===== src/rtl/neo_lb_pkg.sv =====
// Shared types and constants for the NEO-B1 sprite line-buffer writer.
package neo_lb_pkg;

    typedef enum logic [3:0] {
        ST_IDLE,
        ST_LOAD,
        ST_WR0,
        ST_ADV0,
        ST_WR1,
        ST_ADV1,
        ST_WR2,
        ST_ADV2,
        ST_WR3,
        ST_ADV3,
        ST_DLOAD
    } state_t;

    localparam logic [1:0] GRP1_A = 2'd0;
    localparam logic [1:0] GRP1_B = 2'd1;
    localparam logic [1:0] GRP2_A = 2'd2;
    localparam logic [1:0] GRP2_B = 2'd3;

    localparam logic [3:0] PIX_TRANSPARENT = 4'h0;

    // Place an A/B bit pair into the WE/CK lane map of the chosen buffer group.
    function automatic logic [3:0] grp_bits(input logic grp2, input logic a, input logic b);
        logic [3:0] m;
        m = '0;
        if (grp2) begin
            m[GRP2_A] = a;
            m[GRP2_B] = b;
        end else begin
            m[GRP1_A] = a;
            m[GRP1_B] = b;
        end
        return m;
    endfunction

endpackage


===== src/rtl/neo_lb_pixsel.sv =====
// Pixel pair selector: picks pixels 2k/2k+1 of a sliver, applies optional
// horizontal flip and the odd-X A/B swap, and flags opaque pixels.
module neo_lb_pixsel
    import neo_lb_pkg::*;
(
    input  logic [31:0] data,
    input  logic        flip,
    input  logic        odd,
    input  logic [1:0]  pair,
    output logic [3:0]  gad,
    output logic [3:0]  gbd,
    output logic        a_opaque,
    output logic        b_opaque
);

    logic [2:0] lo_idx;
    logic [2:0] hi_idx;
    logic [3:0] lo_pix;
    logic [3:0] hi_pix;

    always_comb begin
        lo_idx = {pair, 1'b0};
        hi_idx = {pair, 1'b1};
        // Flipped order is pixel 7-i, which is the bitwise inverse of a 3-bit index.
        if (flip) begin
            lo_idx = ~lo_idx;
            hi_idx = ~hi_idx;
        end
        lo_pix   = data[{lo_idx, 2'b00} +: 4];
        hi_pix   = data[{hi_idx, 2'b00} +: 4];
        gad      = odd ? hi_pix : lo_pix;
        gbd      = odd ? lo_pix : hi_pix;
        a_opaque = (gad != PIX_TRANSPARENT);
        b_opaque = (gbd != PIX_TRANSPARENT);
    end

endmodule


===== src/rtl/neo_lb_writer.sv =====
// Write-side driver for the NEO-B1 sprite line buffers (PBUS/GAD/GBD/WE/CK/LD/SS/TMS0).
// Optional feature: define NEO_LBW_HFLIP_EN to honour SPR_HFLIP.
module neo_lb_writer
    import neo_lb_pkg::*;
#(
    parameter logic [7:0] DISP_ADDR = 8'h00,
    parameter logic       SS_EN     = 1'b1
)(
    input  logic        CLK,
    input  logic        nRST,
    input  logic        LINE_START,
    input  logic        PIX_CK_EN,
    input  logic        SPR_VALID,
    output logic        SPR_READY,
    input  logic [8:0]  SPR_X,
    input  logic [7:0]  SPR_PAL,
    input  logic [31:0] SPR_DATA,
    input  logic        SPR_HFLIP,
    output logic [23:0] PBUS,
    output logic [3:0]  GAD,
    output logic [3:0]  GBD,
    output logic [3:0]  WE,
    output logic [3:0]  CK,
    output logic        LD1,
    output logic        LD2,
    output logic        SS1,
    output logic        SS2,
    output logic        TMS0,
    output logic        OVERRUN
);

    state_t      state;
    state_t      nxt;
    logic [31:0] s_data;
    logic        s_odd;
    logic        flip;
    logic [1:0]  pair;
    logic        enter_wr;
    logic        in_wr;
    logic        busy;
    logic [7:0]  a_addr;
    logic [7:0]  b_addr;
    logic [3:0]  sel_gad;
    logic [3:0]  sel_gbd;
    logic        a_opaque;
    logic        b_opaque;
    logic [3:0]  disp_ck;
    logic [3:0]  wr_ck;
    logic [3:0]  wr_we;

`ifdef NEO_LBW_HFLIP_EN
    logic s_flip;
    assign flip = s_flip;
`else
    logic unused_hflip;
    assign unused_hflip = SPR_HFLIP;
    assign flip         = 1'b0;
`endif

    always_comb begin
        SPR_READY = nRST && (state == ST_IDLE) && !LINE_START;
        busy      = (state != ST_IDLE) && (state != ST_DLOAD);
        in_wr     = state inside {ST_WR0, ST_WR1, ST_WR2, ST_WR3};
        enter_wr  = state inside {ST_LOAD, ST_ADV0, ST_ADV1, ST_ADV2};
        b_addr    = SPR_X[8:1];
        a_addr    = SPR_X[8:1] + {7'd0, SPR_X[0]};
        disp_ck   = PIX_CK_EN ? grp_bits(TMS0, 1'b1, 1'b1) : '0;
        wr_ck     = in_wr ? grp_bits(~TMS0, 1'b1, 1'b1) : '0;
        wr_we     = grp_bits(~TMS0, a_opaque, b_opaque);
    end

    // Pair index is that of the WR state being entered, since outputs are registered.
    always_comb begin
        nxt  = ST_IDLE;
        pair = 2'd0;
        case (state)
            ST_IDLE:  nxt = SPR_VALID ? ST_LOAD : ST_IDLE;
            ST_LOAD:  nxt = ST_WR0;
            ST_WR0:   nxt = ST_ADV0;
            ST_ADV0:  begin nxt = ST_WR1; pair = 2'd1; end
            ST_WR1:   nxt = ST_ADV1;
            ST_ADV1:  begin nxt = ST_WR2; pair = 2'd2; end
            ST_WR2:   nxt = ST_ADV2;
            ST_ADV2:  begin nxt = ST_WR3; pair = 2'd3; end
            ST_WR3:   nxt = ST_ADV3;
            ST_ADV3:  nxt = ST_IDLE;
            default:  nxt = ST_IDLE;
        endcase
    end

    neo_lb_pixsel u_pixsel (
        .data     (s_data),
        .flip     (flip),
        .odd      (s_odd),
        .pair     (pair),
        .gad      (sel_gad),
        .gbd      (sel_gbd),
        .a_opaque (a_opaque),
        .b_opaque (b_opaque)
    );

    always_ff @(posedge CLK or negedge nRST) begin
        if (!nRST) begin
            state   <= ST_IDLE;
            TMS0    <= 1'b0;
            SS1     <= SS_EN;
            SS2     <= 1'b0;
            PBUS    <= '0;
            GAD     <= '0;
            GBD     <= '0;
            WE      <= '0;
            CK      <= '0;
            LD1     <= 1'b0;
            LD2     <= 1'b0;
            OVERRUN <= 1'b0;
            s_data  <= '0;
            s_odd   <= 1'b0;
`ifdef NEO_LBW_HFLIP_EN
            s_flip  <= 1'b0;
`endif
        end else begin
            PBUS    <= '0;
            GAD     <= '0;
            GBD     <= '0;
            WE      <= '0;
            CK      <= '0;
            LD1     <= 1'b0;
            LD2     <= 1'b0;
            OVERRUN <= 1'b0;
            if (LINE_START) begin
                // The group being written now becomes the displayed group.
                TMS0    <= ~TMS0;
                SS1     <= SS_EN & TMS0;
                SS2     <= SS_EN & ~TMS0;
                PBUS    <= {8'h00, DISP_ADDR, DISP_ADDR};
                LD1     <= TMS0;
                LD2     <= ~TMS0;
                OVERRUN <= busy;
                state   <= ST_DLOAD;
            end else begin
                state <= nxt;
                CK    <= disp_ck | wr_ck;
                if (state == ST_IDLE && SPR_VALID) begin
                    s_data <= SPR_DATA;
                    s_odd  <= SPR_X[0];
`ifdef NEO_LBW_HFLIP_EN
                    s_flip <= SPR_HFLIP;
`endif
                    PBUS   <= {SPR_PAL, b_addr, a_addr};
                    LD1    <= TMS0;
                    LD2    <= ~TMS0;
                end
                if (enter_wr) begin
                    GAD <= sel_gad;
                    GBD <= sel_gbd;
                    WE  <= wr_we;
                end
            end
        end
    end

endmodule


===== config.mk =====
export PLATFORM = sky130hd
export DESIGN_NAME = neo_lb_writer
export DESIGN_NICKNAME = d
export VERILOG_FILES = /design/src/rtl/neo_lb_pkg.sv /design/src/rtl/neo_lb_pixsel.sv /design/src/rtl/neo_lb_writer.sv
export SDC_FILE = /design/constraint.sdc
export NUM_CORES = 1
export LEC_CHECK = 0
export ABC_CLOCK_PERIOD_IN_PS = 2160
export BUFFER_PORTS_ARGS = -buffer_cell sky130_fd_sc_hd__buf_4
export CORE_MARGIN = 3
export CORE_UTILIZATION = 45
export CTS_CLUSTER_SIZE = 30
export DETAILED_ROUTE_END_ITERATION = 10
export PLACE_DENSITY = 0.77
export SYNTH_ARGS = -nofsm -noshare
export SYNTH_HDL_FRONTEND = slang
export SYNTH_SLANG_ARGS = --single-unit

===== constraint.sdc =====
create_clock -name CLK -period 2.16 [get_ports CLK]
set_input_delay 0.108 -clock CLK [delete_from_list [all_inputs] [get_ports CLK]]
set_output_delay 0.108 -clock CLK [all_outputs]
set_load 0.05 [all_outputs]

# After elaboration in Yosys (flattened, before gate mapping)

Cells that the tools add are included.

Bits in registers: 82
Bits of input ports: 55
Output and inout bits: 47
Logic and storage cells: 66

Add/subtract/negate cells: 1
Equal/unequal tests: 9
Shift-type cells: 2
Multiplexer cells: 26
Bitwise logic cells: 3
Reduce and logical (&&, ||, !) cells: 12

Operator list:

| kind                 | number |
|---|---|
| $shiftx A32 B6 Y4    | 2 |
| $mux W24             | 2 |
| $mux W4              | 12 |
| $pmux W4 S9          | 1 |
| $reduce_bool A4 Y1   | 5 |
| $eq A4 B3 Y1 const B | 4 |
| $add A8 B1 Y8        | 1 |
| $eq A4 B2 Y1 const B | 2 |
| $mux W2              | 4 |
| $mux W1              | 6 |
| $pmux W2 S3          | 1 |
| $eq A4 B1 Y1 const B | 1 |
| $eq A4 B4 Y1 const B | 1 |
| $logic_and A1 B1 Y1  | 4 |
| $logic_not A4 Y1     | 1 |
| $ne A4 B4 Y1 const B | 1 |
| $or A4 B4 Y4         | 1 |
| $not A1 Y1           | 2 |
| $reduce_and A2 Y1    | 1 |
| $logic_not A1 Y1     | 1 |

# Longest topological paths before layout

Word-level depth: 8
Mapped depth: 8
Mapped depth without buffers: 5

# Modules after synthesis

From an unflattened synthesis, not the netlist that was laid out.

Cell total of the unflattened synthesis: 254
Area total of the unflattened synthesis: 3,706.1 sq um

By module, submodules not included:

| module        | instances | cells each | area an instance (sq um) | sequential area each (sq um) |
|---|---|---|---|---|
| neo_lb_writer | 1         | 214        | 3,044.2                  | 2,003.2 |
| neo_lb_pixsel | 1         | 40         | 661.9                    | 0.0 |

# Least setup slack after synthesis

Ideal clock, no wire load.

Path kind: register -> register
From: register state[0]
To: register WE[0]
Setup time: 121 ps
Arrival: 1,848 ps
Required time: 2,039 ps
Path slack: 191 ps
Stages on the path, launching flop included: 8
Path buffers: 3
Period minus slack after synthesis: 1,969 ps
Cell sequence: dfrtp_1 -> buf_6 -> nor2b_4 -> buf_6 -> buf_6 -> o221a_2 -> or4_4 -> a22o_1

Word-level cells in the longest chain between the ends: 8
Elaborated cells between the ends (all ways): 13
Those cells by class: 4 x eq/ne; 2 x shift; 5 x mux; 2 x reduce/logical

Ends and longest elaborated chain:

| element                                             | RTL line                                 | source |
|---|---|---|
| start: declaration                                  | neo_lb_writer.sv:32                      | `state_t state;` |
| start signal: assignment                            | neo_lb_writer.sv:141                     | `state <= nxt;` |
| $eq A4 B3 Y1 / $eq A4 B2 Y1 (equally long branches) | neo_lb_writer.sv:64, neo_lb_writer.sv:76 |  |
| $pmux W2 S3                                         | neo_lb_writer.sv:76                      | `case (state)` |
| $shiftx A32 B6 Y4, on equally long branches         | neo_lb_pixsel.sv:29, neo_lb_pixsel.sv:30 |  |
| $mux W4                                             | neo_lb_pixsel.sv:31                      | `gad = odd ? hi_pix : lo_pix;` |
| $reduce_bool A4 Y1                                  | neo_lb_pixsel.sv:33                      | `a_opaque = (gad != PIX_TRANSPARENT);` |
| $mux W2                                             | neo_lb_pkg.sv:29                         | `if (grp2) begin` |
| $mux W4 (*)                                         | neo_lb_writer.sv:153                     | `if (enter_wr) begin` |
| $mux W4 (*)                                         | neo_lb_writer.sv:130                     | `if (LINE_START) begin` |
| end signal: assignment                              | neo_lb_writer.sv:156                     | `WE <= wr_we;` |
| end: declaration                                    | neo_lb_writer.sv:22                      | `output logic [3:0] WE,` |

Every way passes the cells marked *; elsewhere a longest branch is shown, timed or not.
A chain may end at the register's enable or synchronous reset.

# Worst setup path in the final report

From: register state[1]
To: register WE[2]

The elaborated chain is that of the path after synthesis.

==> metrics <==
status=completed; IO buf count=100; first-pass detailed-route iteration total=4; worst-case reg-to-reg path depth=6; die width=94.5 um; non-filler instance count after layout=611; root buffer cell=clkbuf_8; Setup CP Type=reg2reg; gate count after technology mapping=362; area of the die=8930 um2; I/O Pins=102; antenna violations before repair=0; async set-reset flop share out of synthesis=100%; Total GRT Usage=20.5%; drt wl/cell=14.0 um; Hold Crit Depth=2; worst slew pin tran=0.592 ns; post-synthesis sequential element count=80; # Max-Cap Violations=0; final period utilization=96.0%; CTS Buf Count=9; ANT nets after route=0; die height=94.5 um; Max Clk Rate=482 MHz; fin area=5070 um2; Leak=2.61 nW; PwrDens=855 nW/um2; Starting Density=47.6%; DRC violations left=0; pin count of the biggest net entering global routing=39; dpl cell area=4380 um2; n_diodes=0; register area share after synthesis=56.9%; GR Overflow Total=0; crit end category=register; Syn Std Cell Area=3520 um2; placed cell count=545; Mean Syn Cell Area=9.73 um2; Peak supply drop=0.000394 V; worst min path class=in2reg; clk_lat worst skew=0.35 ns; TritonCTS clock tree=done; first-pass GRT wire length=14300 um; Reg clk slew, reported paths=0.08 ns; Warnings, synthesis=0; Power, Total=4.33 mW; H-tree depth=3; Initial DRC Count=221; Pins Over Slew Limit=0; Arr. time, crit path=2.31 ns; slew margin rel.=60.5%; Layout area overhead=43.8%; routed vias=3010; worst slack, placed=-0.00226 ns; FP Rows=31; Clock Sinks=80; routability cong.=0.830; setup ws final=0.0873 ns; maximum clock insertion buffer count=2; final wirelength=8580 um; core area=7410 um2; final hold violations=0; vias per cell=4.93; final setup TNS=0 ns; clk_skew=0.0113 ns; unrepaired setup endpoints after global routing=no; share of cells above drive strength 1=27.7%; fin crit period=2.07 ns; commonest non-fill, non-tap cell in the layout=nand2_1; Worst EP required=2.40 ns; commonest non-fill, non-tap cells in the layout=116 x nand2_1, 109 x buf_4, 79 x dfrtp_1; Main synth FF type=dfrtp_1; Final setup violation count=0; Max Fanout on Critical Path=23; EDFF count, synth=0; CP startpoint kind=register; Final nets=564; post-detail-place hpwl=5570 um; vias in the first global route=3045; Unique masters post-synth=35; setup bufs post-CTS=0; syn nets=419
report_power, final:
part           internal (mW)  switching, mW  total (mW)
logic                  0.557          0.756        1.31
registers               1.78          0.216        2.00
clock network          0.507          0.514        1.02
total                   2.85           1.49        4.33
sequential cells by signal, summed over array words and instances, names as in the netlist:
register and flops:
s_data 32, PBUS 24, GAD 4, GBD 4, WE 4, state 4
CK 2, LD1 1, LD2 1, OVERRUN 1, SS1 1, TMS0 1
s_odd 1
area by class of cell:
cell class | count | area (um2)
clock buffer | 13 | 169
clock inverter | 3 | 15.0
fill | 547 | 2340
inverter | 10 | 37.5
multi-input combinational | 245 | 1350
sequential | 80 | 2000
tap | 99 | 124
timing repair buffer | 161 | 1370
final timing paths:
check                           start    endpoint  slack (ns)
setup / recovery             state[1]       WE[2]        0.09
hold / removal               SPR_X[3]    PBUS[10]        0.01
setup reg to reg             state[1]       WE[2]        0.09
hold reg to reg            s_data[29]  s_data[29]        0.48
max in group asynchronous        nRST         SS1        1.20
min in group asynchronous        nRST    PBUS[12]        0.19
Yosys cell counts, types with 2 or more instances:
cell      count  area (um2)
a22o_1        4        35.0
and2_1       18         113
o21ai_0       2        10.0
a21oi_1      10        50.1
xnor2_1       2        17.5
nand3_1      13        65.1
o221a_2       4        45.0
clkbuf_1     15        56.3
nor2b_1       2        12.5
o221a_1       2        22.5
ha_1          2        25.0
xor2_1        8        70.1
inv_1        10        37.5
a31oi_1       8        50.1
buf_4         4        30.0
nor2_1       18        67.6
nor3_1        6        30.0
mux2i_1      10         100
nand2_1     116         435
dfrtp_1      79        1980
o221a_4       2        40.0
nor4_1        3        18.8
buf_2         5        25.0
or4_4         2        22.5
buf_6         4        45.0
and3_1        4        25.0
worst max-delay path: stages, from the launching register on:
cell and delay, ns:
dfrtp_1 0.39, buf_12 0.18, mux2i_2 0.27, nand3_1 0.15
o221a_4 0.19, or4_4 0.56, a22o_1 0.22
cells by family after synthesis:
kind of cell	share of synthesized area, %
AO/OA/AOI/OAI	7.85
AND/OR/NAND/NOR	23.4
XOR/XNOR	2.49
buffers and inverters	5.50
flip-flops	56.9
multiplexers	3.16
adder cells (fa/ha/maj)	0.710
per-layer routing:
metal	wire [um]	global-route usage [%]
met5	0	0
met4	117	8.53
met3	426	3.27
met2	4470	35.6
met1	3570	25.5
per-stage QoR:
step | hold slack, ns | utilization [%]
after global placement | 0.0213 | 59.1
final | 0.0116 | 68.4
after detailed placement | 0.0278 | 59.1
after global routing | 0.0298 | 68.4
after floorplan | -0.188 | -
after CTS | 0.00220 | 68.3
repair_timing:
| item | 4_1_cts | 5_1_grt |
|---|---|---|
| resized for setup | 0 | 2 |
| hold endpoints to repair | 69 | 0 |
| cloned | 1 | 0 |
| hold buffers | 49 | 0 |
| endpoints found under the setup margin | 4 | 38 |
Note: power is estimated with default switching activity, not from simulation.
